==> config.mk <==
export PLATFORM = sky130hd
export DESIGN_NAME = hamming_secded_stream
export DESIGN_NICKNAME = d
export VERILOG_FILES = /design/src/rtl/hamming_secded_stream.sv
export SDC_FILE = /design/constraint.sdc
export NUM_CORES = 1
export LEC_CHECK = 0
export ABC_CLOCK_PERIOD_IN_PS = 1700
export BUFFER_PORTS_ARGS = -buffer_cell sky130_fd_sc_hd__buf_2
export CORE_MARGIN = 8
export CORE_UTILIZATION = 49
export CTS_CLUSTER_DIAMETER = 100
export CTS_CLUSTER_SIZE = 8
export DETAILED_ROUTE_END_ITERATION = 7
export GPL_TIMING_DRIVEN = 0
export PLACE_DENSITY = 0.75
export SLEW_MARGIN = 20
export SYNTH_ARGS = -nofsm -noshare
export SYNTH_HDL_FRONTEND = slang
export SYNTH_SLANG_ARGS = --single-unit
==> constraint.sdc <==
create_clock -name clk -period 1.7 [get_ports clk]
set_input_delay 0.085 -clock clk [delete_from_list [all_inputs] [get_ports clk]]
set_output_delay 0.085 -clock clk [all_outputs]
set_load 0.02 [all_outputs]
==> src/rtl/hamming_secded_stream.sv <==
// hamming_secded_stream
//   Two-stage pipelined SECDED Hamming decoder with a valid/ready stream
//   interface and saturating error counters.
//
//   Ports:
//     clk, rst              rising-edge clock, synchronous active-high reset
//     in_valid/in_ready     input handshake; in_ready is combinational from out_ready
//     in_code[CODE_W-1:0]   received codeword (Hamming position p at bit CODE_W-p,
//                           overall even parity at bit 0)
//     out_valid/out_ready   output handshake
//     out_data[DATA_W-1:0]  corrected data
//     out_err[1:0]          00 clean, 01 single error corrected, 10 uncorrectable
//     clr_cnt               zero both counters (wins over a same-cycle transfer)
//     corr_cnt, uncorr_cnt  saturating counts of delivered 01 / 10 words
module hamming_secded_stream #(
  parameter int DATA_W = 8,
  parameter int CNT_W  = 16,
  // Smallest P with 2^P >= DATA_W+P+1, written out for the legal 4..57 range
  localparam int P      = (DATA_W <= 4) ? 3 : (DATA_W <= 11) ? 4 :
                          (DATA_W <= 26) ? 5 : 6,
  localparam int CODE_W = DATA_W + P + 1
) (
  input  logic              clk,
  input  logic              rst,
  input  logic              in_valid,
  output logic              in_ready,
  input  logic [CODE_W-1:0] in_code,
  output logic              out_valid,
  input  logic              out_ready,
  output logic [DATA_W-1:0] out_data,
  output logic [1:0]        out_err,
  input  logic              clr_cnt,
  output logic [CNT_W-1:0]  corr_cnt,
  output logic [CNT_W-1:0]  uncorr_cnt
);

  localparam logic [CNT_W-1:0] CNT_MAX = '1;

  // Hamming position of the j-th data bit (j=0 lands on out_data MSB)
  function automatic int data_pos(input int j);
    int n;
    int r;
    n = 0;
    r = 0;
    for (int p = 3; p < CODE_W; p++) begin
      if ((p & (p - 1)) != 0) begin
        if (n == j) r = p;
        n++;
      end
    end
    return r;
  endfunction

  logic              s1_valid_q, s1_valid_d;
  logic [CODE_W-1:0] s1_code_q, s1_code_d;
  logic [P-1:0]      s1_syn_q, s1_syn_d;
  logic              s1_par_q, s1_par_d;
  logic              out_valid_q, out_valid_d;
  logic [DATA_W-1:0] out_data_q, out_data_d;
  logic [1:0]        out_err_q, out_err_d;
  logic [CNT_W-1:0]  corr_cnt_q, corr_cnt_d;
  logic [CNT_W-1:0]  uncorr_cnt_q, uncorr_cnt_d;

  logic              s1_adv, s2_adv, in_fire, out_fire;
  logic [P-1:0]      syn;
  logic [CODE_W-1:0] fixed_code;
  logic [DATA_W-1:0] ext_data;
  logic [1:0]        err;

  assign s2_adv   = !out_valid_q || out_ready;
  assign s1_adv   = !s1_valid_q || s2_adv;
  assign in_fire  = in_valid && s1_adv;
  assign out_fire = out_valid_q && out_ready;

  // Syndrome bit i folds in every position whose index has bit i set
  always_comb begin
    syn = '0;
    for (int p = 1; p < CODE_W; p++)
      for (int i = 0; i < P; i++)
        if (((p >> i) & 1) == 1) syn[i] = syn[i] ^ in_code[CODE_W-p];
  end

  // Flip the bit the syndrome points at; only a single error (odd overall
  // parity) with an in-range syndrome is trusted.
  always_comb begin
    fixed_code = s1_code_q;
    for (int p = 1; p < CODE_W; p++)
      if (s1_par_q && int'(s1_syn_q) == p)
        fixed_code[CODE_W-p] = ~fixed_code[CODE_W-p];
  end

  always_comb begin
    if (s1_syn_q == '0)                               err = s1_par_q ? 2'b01 : 2'b00;
    else if (s1_par_q && int'(s1_syn_q) <= CODE_W-1)  err = 2'b01;
    else                                              err = 2'b10;
  end

  for (genvar j = 0; j < DATA_W; j++) begin : g_ext
    assign ext_data[DATA_W-1-j] = fixed_code[CODE_W-data_pos(j)];
  end

  always_comb begin
    s1_valid_d   = s1_adv ? in_valid : s1_valid_q;
    s1_code_d    = in_fire ? in_code : s1_code_q;
    s1_syn_d     = in_fire ? syn : s1_syn_q;
    s1_par_d     = in_fire ? ^in_code : s1_par_q;
    out_valid_d  = s2_adv ? s1_valid_q : out_valid_q;
    out_data_d   = (s2_adv && s1_valid_q) ? ext_data : out_data_q;
    out_err_d    = (s2_adv && s1_valid_q) ? err : out_err_q;
    corr_cnt_d   = corr_cnt_q;
    uncorr_cnt_d = uncorr_cnt_q;
    if (clr_cnt) begin
      corr_cnt_d   = '0;
      uncorr_cnt_d = '0;
    end else if (out_fire) begin
      if (out_err_q == 2'b01 && corr_cnt_q != CNT_MAX)   corr_cnt_d   = corr_cnt_q + 1'b1;
      if (out_err_q == 2'b10 && uncorr_cnt_q != CNT_MAX) uncorr_cnt_d = uncorr_cnt_q + 1'b1;
    end
  end

  always_ff @(posedge clk) begin
    if (rst) begin
      s1_valid_q   <= 1'b0;
      s1_code_q    <= '0;
      s1_syn_q     <= '0;
      s1_par_q     <= 1'b0;
      out_valid_q  <= 1'b0;
      out_data_q   <= '0;
      out_err_q    <= 2'b00;
      corr_cnt_q   <= '0;
      uncorr_cnt_q <= '0;
    end else begin
      s1_valid_q   <= s1_valid_d;
      s1_code_q    <= s1_code_d;
      s1_syn_q     <= s1_syn_d;
      s1_par_q     <= s1_par_d;
      out_valid_q  <= out_valid_d;
      out_data_q   <= out_data_d;
      out_err_q    <= out_err_d;
      corr_cnt_q   <= corr_cnt_d;
      uncorr_cnt_q <= uncorr_cnt_d;
    end
  end

  assign in_ready   = s1_adv;
  assign out_valid  = out_valid_q;
  assign out_data   = out_data_q;
  assign out_err    = out_err_q;
  assign corr_cnt   = corr_cnt_q;
  assign uncorr_cnt = uncorr_cnt_q;

endmodule
# Yosys cells after proc, flatten, opt, wreduce, memory -nomap -nowiden
# Cells that the tools add are included.
[word_totals]
regBits = 60
latchBits = 0
mem_bits_rw = 0
mem_bits_ro = 0
in_bits = 18
mem_count = 0
[classes]
addsub = 2
mul = 0
n_div = 0
order_cmp = 1
n_eq_ne = 12
shifts = 0
mux = 11
bitwise = 26
n_reduce_logical = 23
[ops]
columns = ["operator", "n"]
rows = [
  ["$add A16 B1 Y16 const B", 2],
  ["$ne A16 B16 Y1 const B", 2],
  ["$eq A4 B4 Y1 const B", 6],
  ["$xor A1 B1 Y1", 18],
  ["$logic_and A1 B1 Y1", 14],
  ["$reduce_xor A13 Y1", 1],
  ["$mux W1", 9],
  ["$eq A4 B3 Y1 const B", 2],
  ["$not A1 Y1", 8],
  ["$le A4 B4 Y1 const B", 1],
  ["$logic_not A4 Y1", 1],
  ["$mux W2", 2],
  ["$reduce_and A2 Y1", 2],
  ["$eq A2 B1 Y1 const B", 1],
  ["$eq A2 B2 Y1 const B", 1],
  ["$logic_not A1 Y1", 2],
  ["$logic_or A1 B1 Y1", 2],
  ["$reduce_or A2 Y1", 1],
]

# Longest topological paths before layout
# Gate-level depths: netlist of the first run.
[logic_depth]
ltp_word = 5
ltp_mapped = 6
depth_no_buf = 5

# Worst setup path after synthesis of the first run
# Ideal clock, no wire load.
[synth_path]
path_kind = "flip-flop to flip-flop"
startpoint = "register uncorr_cnt_q[0] (netlist: uncorr_cnt[0])"
endpoint = "register uncorr_cnt_q[12] (netlist: uncorr_cnt[12])"
setup_time_ns = 0.070
arrival_ns = 1.868
slack_ns = -0.238
path_stages_with_launch = 7
n_path_buf = 1
period_less_slack_ns = 1.938
path_cell_list = "dfxtp_1 -> ha_1 -> nand3_2 -> or3_1 -> clkbuf_2 -> or4_1 -> a21oi_1"
[synth_via]
elab_chain_cells = 3
word_cells_on_any_way = 4
cone_classes = "add/sub: 1; eq/ne: 1; reduce/logical: 2"
[synth_rtl]
columns = ["item", "line_no", "rtl"]
rows = [
  ["start: declaration", "62", "logic [CNT_W-1:0] uncorr_cnt_q, uncorr_cnt_d;"],
  ["start signal: assignment", "141", "uncorr_cnt_q <= uncorr_cnt_d;"],
  ["parallel branches: the longest is 3 deep, another holds $add A16 B1 Y16", "--", ""],
]
# Parallel ways; which one is timed is not known.
# A chain may end at the register's enable or synchronous reset.

# Worst setup path in the final report of the first run
[layout_path]
startpoint = "register out_err_q[1] (netlist: out_err[1])"
endpoint = "register corr_cnt_q[8] (netlist: corr_cnt[8])"
[layout_via]
elab_chain_cells = 3
[layout_rtl]
columns = ["item", "line_no", "rtl"]
rows = [
  ["start: declaration", "60", "logic [1:0] out_err_q, out_err_d;"],
  ["start signal: assignment", "139", "out_err_q <= out_err_d;"],
  ["$eq A2 B1 Y1", "116", "if (out_err_q == 2'b01 && corr_cnt_q != CNT_MAX) corr_cnt_d = corr_cnt_q + 1'b1;"],
  ["$logic_and A1 B1 Y1", "116", ""],
  ["$reduce_and A2 Y1 (no source line)", "--", ""],
  ["end signal: assignment", "140", "corr_cnt_q <= corr_cnt_d;"],
  ["end: declaration", "61", "logic [CNT_W-1:0] corr_cnt_q, corr_cnt_d;"],
]
# Every way passes these cells.

==> run metrics, run 1 <==
cts bufs inserted 9; Clock Skew 0.00611 ns; FF-to-FF End corr_cnt[8]; synth cell count leaders 57 x dfxtp_1, 40 x a21oi_1, 33 x nand2_1; number of global-route vias before repair 2728; layout cells sized above 1 0.308; area of the die 8800 sq um; post-synth top area share 0.384; Power per Cell Area 780 nW/um^2; initial antenna violation count 0; ANT cells 0; Min-Delay Path Class primary input to register; Mapped Area 2970 sq um; row count 28; Port Buffer Count 61; post-synth top area cell dfxtp_1; vias per std cell 5.70; Worst VDD drop 0.000619 V; fin. max-slew vios 0; first-pass GRT wire length 12400 microns; GR Util All Layers 0.172; CORE AREA 5890 sq um; Netlist cell types 48; met1 usage 0.205; total congestion overflow 0; Synth Warn # 0; Avg Synthesized Cell Area 8.53 sq um; setup_tns 0 ns; Primary FF master, synth dfxtp_1; vias 2909; DP HPWL 5440 microns; Crit Path Class register to register; largest net degree at the start of global routing 11; Starting Density 0.504; gp weighted congestion 0.818; Routed WL per cell 15.2 microns; crit path from out_err[1]; Max Cap Viol 0; htree depth 3; Final Setup Violations 0; status complete, no violations; fmax 0.596 GHz; gr busiest metal met2; # nets final 450; Worst Setup Start Kind register; slew at the pin with the worst max-slew slack 0.514 ns; WP data required 1.96 ns; clk root buf clkbuf_8; register bit total from synthesis 57; Final Util 0.648; drt drc 0; Worst Setup End Kind register; count leader, synth dfxtp_1; Reg2Reg Depth 5; routed wire length 7730 microns; Mapped Cells 348; CTS max path bufs 2; CTS tree yes; final hold violations 0; DRT Pass-1 Iters 4; met2 Resource Use GR 0.281; Worst EP arrival 1.93 ns; Die W 93.8 microns; Tcrit/Tclk final 0.986; r2r setup slk 0.02 ns; post-route ant nets 0; sequential share of the synthesized area 0.384; Syn Nets 368; worst setup path endpoint corr_cnt[8]; I/O pin count 62; Leakage 0.00146 uW; Die Y 93.8 microns; Clk pin slew, worst setup/hold paths 0.07 ns; Critical R2R Launch out_err[1]; Clock Sinks 57; RSZ-0062 raised after global routing yes; Hold Path Depth 3; met3 Use GR 0.0400; Post-synth EDFFs 0; area growth from synthesis to layout 28.5%; clock latency at the later pin of the worst-skew pair 0.33 ns; Slew headroom 0.657; CP max FO 8; Synth async-reset ratio 0; Initial DRC Count 118; leading post-synthesis cells by cell area dfxtp_1 38%, a21oi_1 6.7%, xnor2_1 6.5%, o31ai_1 5.3%, or4_1 4.8%; Tmin final 1.68 ns
[cell type report]
type | instances | area [sq um]
repair buffers | 74 | 405
clock buffers | 11 | 131
fillers | 514 | 2070
well taps | 75 | 93.8
clock inverters | 5 | 46.3
flip-flops and latches | 57 | 1180
plain buffers | 17 | 82.6
multi-input cells | 266 | 1860
inverters | 5 | 18.8
[logic make-up (layout without fill, tap and decap cells)]
group	after synthesis	count (layout)	synth area share
XOR/XNOR	27	27	0.0936
multiplexers	1	1	0.00337
AO/OA/AOI/OAI	90	90	0.188
buffers and inverters	25	112	0.0341
AND/OR/NAND/NOR	146	146	0.288
flip-flops	57	57	0.384
adder cells (fa/ha/maj)	2	2	0.00843
[worst max-delay path: stages (launching register included)]
cell and delay [ns]:
dfxtp_4 0.37, and4b_1 0.28, buf_6 0.14, nand4_4 0.13
or4_4 0.55, a21oi_2 0.14
[power by group]
part	leakage, uW	total [uW]	switching, uW	internal (uW)
Clock	0.0000898	1180	521	661
Sequential	0.000474	1420	44.5	1380
Combinational	0.000899	369	198	172
Total	0.00146	2970	763	2210
[state kept, by name, indices dropped and copies added (netlist names)]
signal / cells
out_valid: 1
corr_cnt: 16
s1_syn_q: 4
out_err: 2
out_data: 8
s1_par_q: 1
uncorr_cnt: 16
s1_valid_q: 1
s1_code_q: 8
[through the flow]
stage	total power (uW)	std cells	hold slack, ns	setup slack, ns	cell area, sq um
floorplan	1710	348	0.214	0.000480	3030
global placement	1810	484	0.338	-0.130	3430
detailed placement	1820	484	0.356	-0.0958	3430
CTS	3000	508	0.0145	-0.00508	3720
global route	3100	510	0.0394	-0.0388	3810
finish	2970	510	0.0308	0.0232	3810
[routing by layer]
metal | wire (microns) | vias up | part of all wire
met5 | 0 | - | 0
met4 | 155 | 0 | 0.020
met3 | 430 | 12 | 0.056
met2 | 3630 | 72 | 0.47
met1 | 3520 | 1349 | 0.46
li1 | - | 1476 | -
[cell usage in the layout, fill, tap and decap left out, types with 11 or more instances in the layout]
cell	n
a211oi_1	11
or4_1	15
nand2_1	33
clkbuf_1	12
o31ai_1	20
nand4_1	11
nor2_1	24
buf_2	63
nand3_1	13
buf_4	12
dfxtp_2	13
dfxtp_1	39
xnor2_1	22
a21oi_1	37
[how the worst min path moves through the flow]
stage / start / endpoint / slack, ns
after floorplan: in_valid / s1_valid_q / 0.21
after global placement: in_valid / s1_valid_q / 0.34
after detailed placement: in_valid / s1_valid_q / 0.36
after CTS: in_code[3] / s1_code_q[3] / 0.01
after global routing: in_code[3] / s1_code_q[3] / 0.04
final: in_code[3] / s1_code_q[3] / 0.03
[timing repair]
item	4_1_cts	5_1_grt
buffers inserted	9	3
resized for setup	9	25
hold buffers	1	0
setup endpoints to repair	26	27
pin swaps	5	11
endpoints found under the hold margin	1	0
(Power assumes the default switching activity.)
==> inputs of run 2 (changes only) <==
ABC_CLOCK_PERIOD_IN_PS = 2100   (was 1700)
CORE_UTILIZATION = 55   (was 49)
PLACE_DENSITY = 0.79   (was 0.75)
clock period = 2.1 ns   (was 1.7 ns; I/O delays follow)
==> run 2 against run 1 <==
- sequential share of layout area is 1.4 points higher
- core utilization rose by 3.9 points
- worst hold slack got worse by 0.0031 ns
- clock skew grew 0.00096 ns
- global-route usage rose by 2.4 points
- critical endpoint is now uncorr_cnt[8]
- largest power group unchanged
- highest routed layer unchanged
==> run metrics, run 2 (synthesis gave the netlist of run 1 again) <==
Final Setup Violations 0 (unchanged); Worst Setup End Kind register (unchanged); CTS hold repair buffers 0 (was 1); Worst Setup Start Kind register (unchanged); vias 2881 (was 2909); row count 26 (was 28); Post-CTS Setup Repair Bufs 0 (was 9); ANT cells 0 (unchanged); post-route ant nets 0 (unchanged); CP max stage cell or4_1 (was or4_4); clk root buf clkbuf_8 (unchanged); RSZ-0062 raised after global routing no (was yes); Starting Density 0.574 (was 0.504); Clock Skew 0.00707 ns (was 0.00611 ns); Worst VDD drop 0.000559 V (was 0.000619 V); most common cell after layout, fill and taps aside buf_2 (unchanged); cts repair resizes 0 (was 9); Die Y 89.5 microns (was 93.8 microns); area of the die 8000 sq um (was 8800 sq um); fin. max-slew vios 0 (unchanged); final hold violations 0 (unchanged); Port Buffer Count 61 (unchanged); CP bufs+invs 1 (unchanged); Finished Cell Area 3550 sq um (was 3810 sq um); CP max stage delay 0.43 ns (was 0.55 ns); pre-CTS WS 0.134 ns (was -0.0958 ns); Leakage 0.00136 uW (was 0.00146 uW); Power per Cell Area 672 nW/um^2 (was 780 nW/um^2); Crit Path Class register to register (unchanged); first-pass GRT wire length 12300 microns (was 12400 microns); CORE AREA 5170 sq um (was 5890 sq um); # fillers 431 (was 514); total congestion overflow 0 (unchanged); slew at the pin with the worst max-slew slack 0.690 ns (was 0.514 ns); I/O pin count 62 (unchanged); status complete, no violations (unchanged); number of global-route vias before repair 2722 (was 2728); drt drc 0 (unchanged); commonest non-fill, non-tap cells in the layout 66 x buf_2, 55 x dfxtp_1, 40 x a21oi_1 (was 63 x buf_2, 39 x dfxtp_1, 37 x a21oi_1); Slew headroom 0.537 (was 0.657); # nets final 440 (was 450); Worst EP arrival 2.20 ns (was 1.93 ns); gp weighted congestion 0.848 (was 0.818); clock latency at the later pin of the worst-skew pair 0.34 ns (was 0.33 ns); Initial DRC Count 119 (was 118); Tmin final 1.93 ns (was 1.68 ns); final worst-path setup slack 0.173 ns (was 0.0232 ns); htree depth 3 (unchanged); Clock Sinks 57 (unchanged); setup_tns 0 ns (unchanged); CTS tree yes (unchanged); WP data required 2.37 ns (was 1.96 ns); initial antenna violation count 0 (unchanged); CTS max path bufs 2 (unchanged); Final Util 0.687 (was 0.648); Routed WL per cell 14.9 microns (was 15.2 microns); Clk pin slew, worst setup/hold paths 0.06 ns (was 0.07 ns); fmax 0.519 GHz (was 0.596 GHz); area post-placement 3360 sq um (was 3430 sq um); DRT Pass-1 Iters 5 (was 4); Min-Delay Path Class primary input to register (unchanged); vias per std cell 5.83 (was 5.70); DP HPWL 5530 microns (was 5440 microns); GR Util All Layers 0.196 (was 0.172); Die W 89.5 microns (was 93.8 microns); layout cells sized above 1 0.217 (was 0.308); largest delay contributor family on the critical path simple AND/OR/NAND/NOR gates (unchanged); worst-path cell chain ha_1, nand3_2, or3_1, clkbuf_2, or4_1, a21oi_1 (was and4b_1, buf_6, nand4_4, or4_4, a21oi_2); Max Cap Viol 0 (unchanged); largest net degree at the start of global routing 11 (unchanged); routed wire length 7370 microns (was 7730 microns); CP max FO 9 (was 8); cts bufs inserted 9 (unchanged); Tcrit/Tclk final 0.917 (was 0.986); area growth from synthesis to layout 19.7% (was 28.5%)
run 2: stage by stage:
| stage | power, uW | instances | hold WS, ns |
|---|---|---|---|
| after floorplan | 1390 | 348 | 0.234 |
| after global placement | 1470 | 479 | 0.366 |
| after detailed placement | 1480 | 479 | 0.383 |
| after CTS | 2390 | 494 | 0.0238 |
| after global routing | 2480 | 494 | 0.0276 |
| final | 2390 | 494 | 0.0277 |
run 2: area by class of cell:
type,instances,area [sq um],share of cell area
Buffer,20,82.6,0.0232
Multi-Input combinational cell,266,1730,0.488
Tap cell,70,87.6,0.0247
Clock inverter,3,15.0,0.00423
Inverter,5,18.8,0.00528
Clock buffer,12,165,0.0465
Sequential cell,57,1140,0.322
Timing Repair Buffer,61,305,0.0859
run 2: report_power, final:
group	leakage (uW)	switching [uW]	total [uW]	internal, uW
clock network	0.0000980	421	933	511
logic	0.000797	160	297	137
registers	0.000465	35.8	1160	1120
total	0.00136	617	2390	1770
run 2: path summary, 6_finish.rpt:
check | cells past startpoint | slack (ns) | endpoint | from
min reg2reg | 2 | 0.47 | s1_code_q[4] | s1_code_q[4]
max | 6 | 0.17 | uncorr_cnt[8] | uncorr_cnt[0]
max reg2reg | 6 | 0.17 | uncorr_cnt[8] | uncorr_cnt[0]
min | 3 | 0.03 | s1_code_q[3] | in_code[3]
run 2: layer usage:
layer	global-route usage	up-vias	wire, microns	part of all wire
li1	-	1455	-	-
met1	0.235	1330	3320	0.45
met2	0.321	83	3450	0.47
met3	0.0441	13	466	0.063
met4	0.0982	0	133	0.018
met5	0	-	0	0
run 2: worst reg2reg max path, cell delays in order, from the launching register on:
cell      delay [ns]
dfxtp_2         0.38
ha_1            0.19
nand3_2         0.16
or3_1           0.38
clkbuf_2        0.17
or4_1           0.43
a21oi_1         0.15
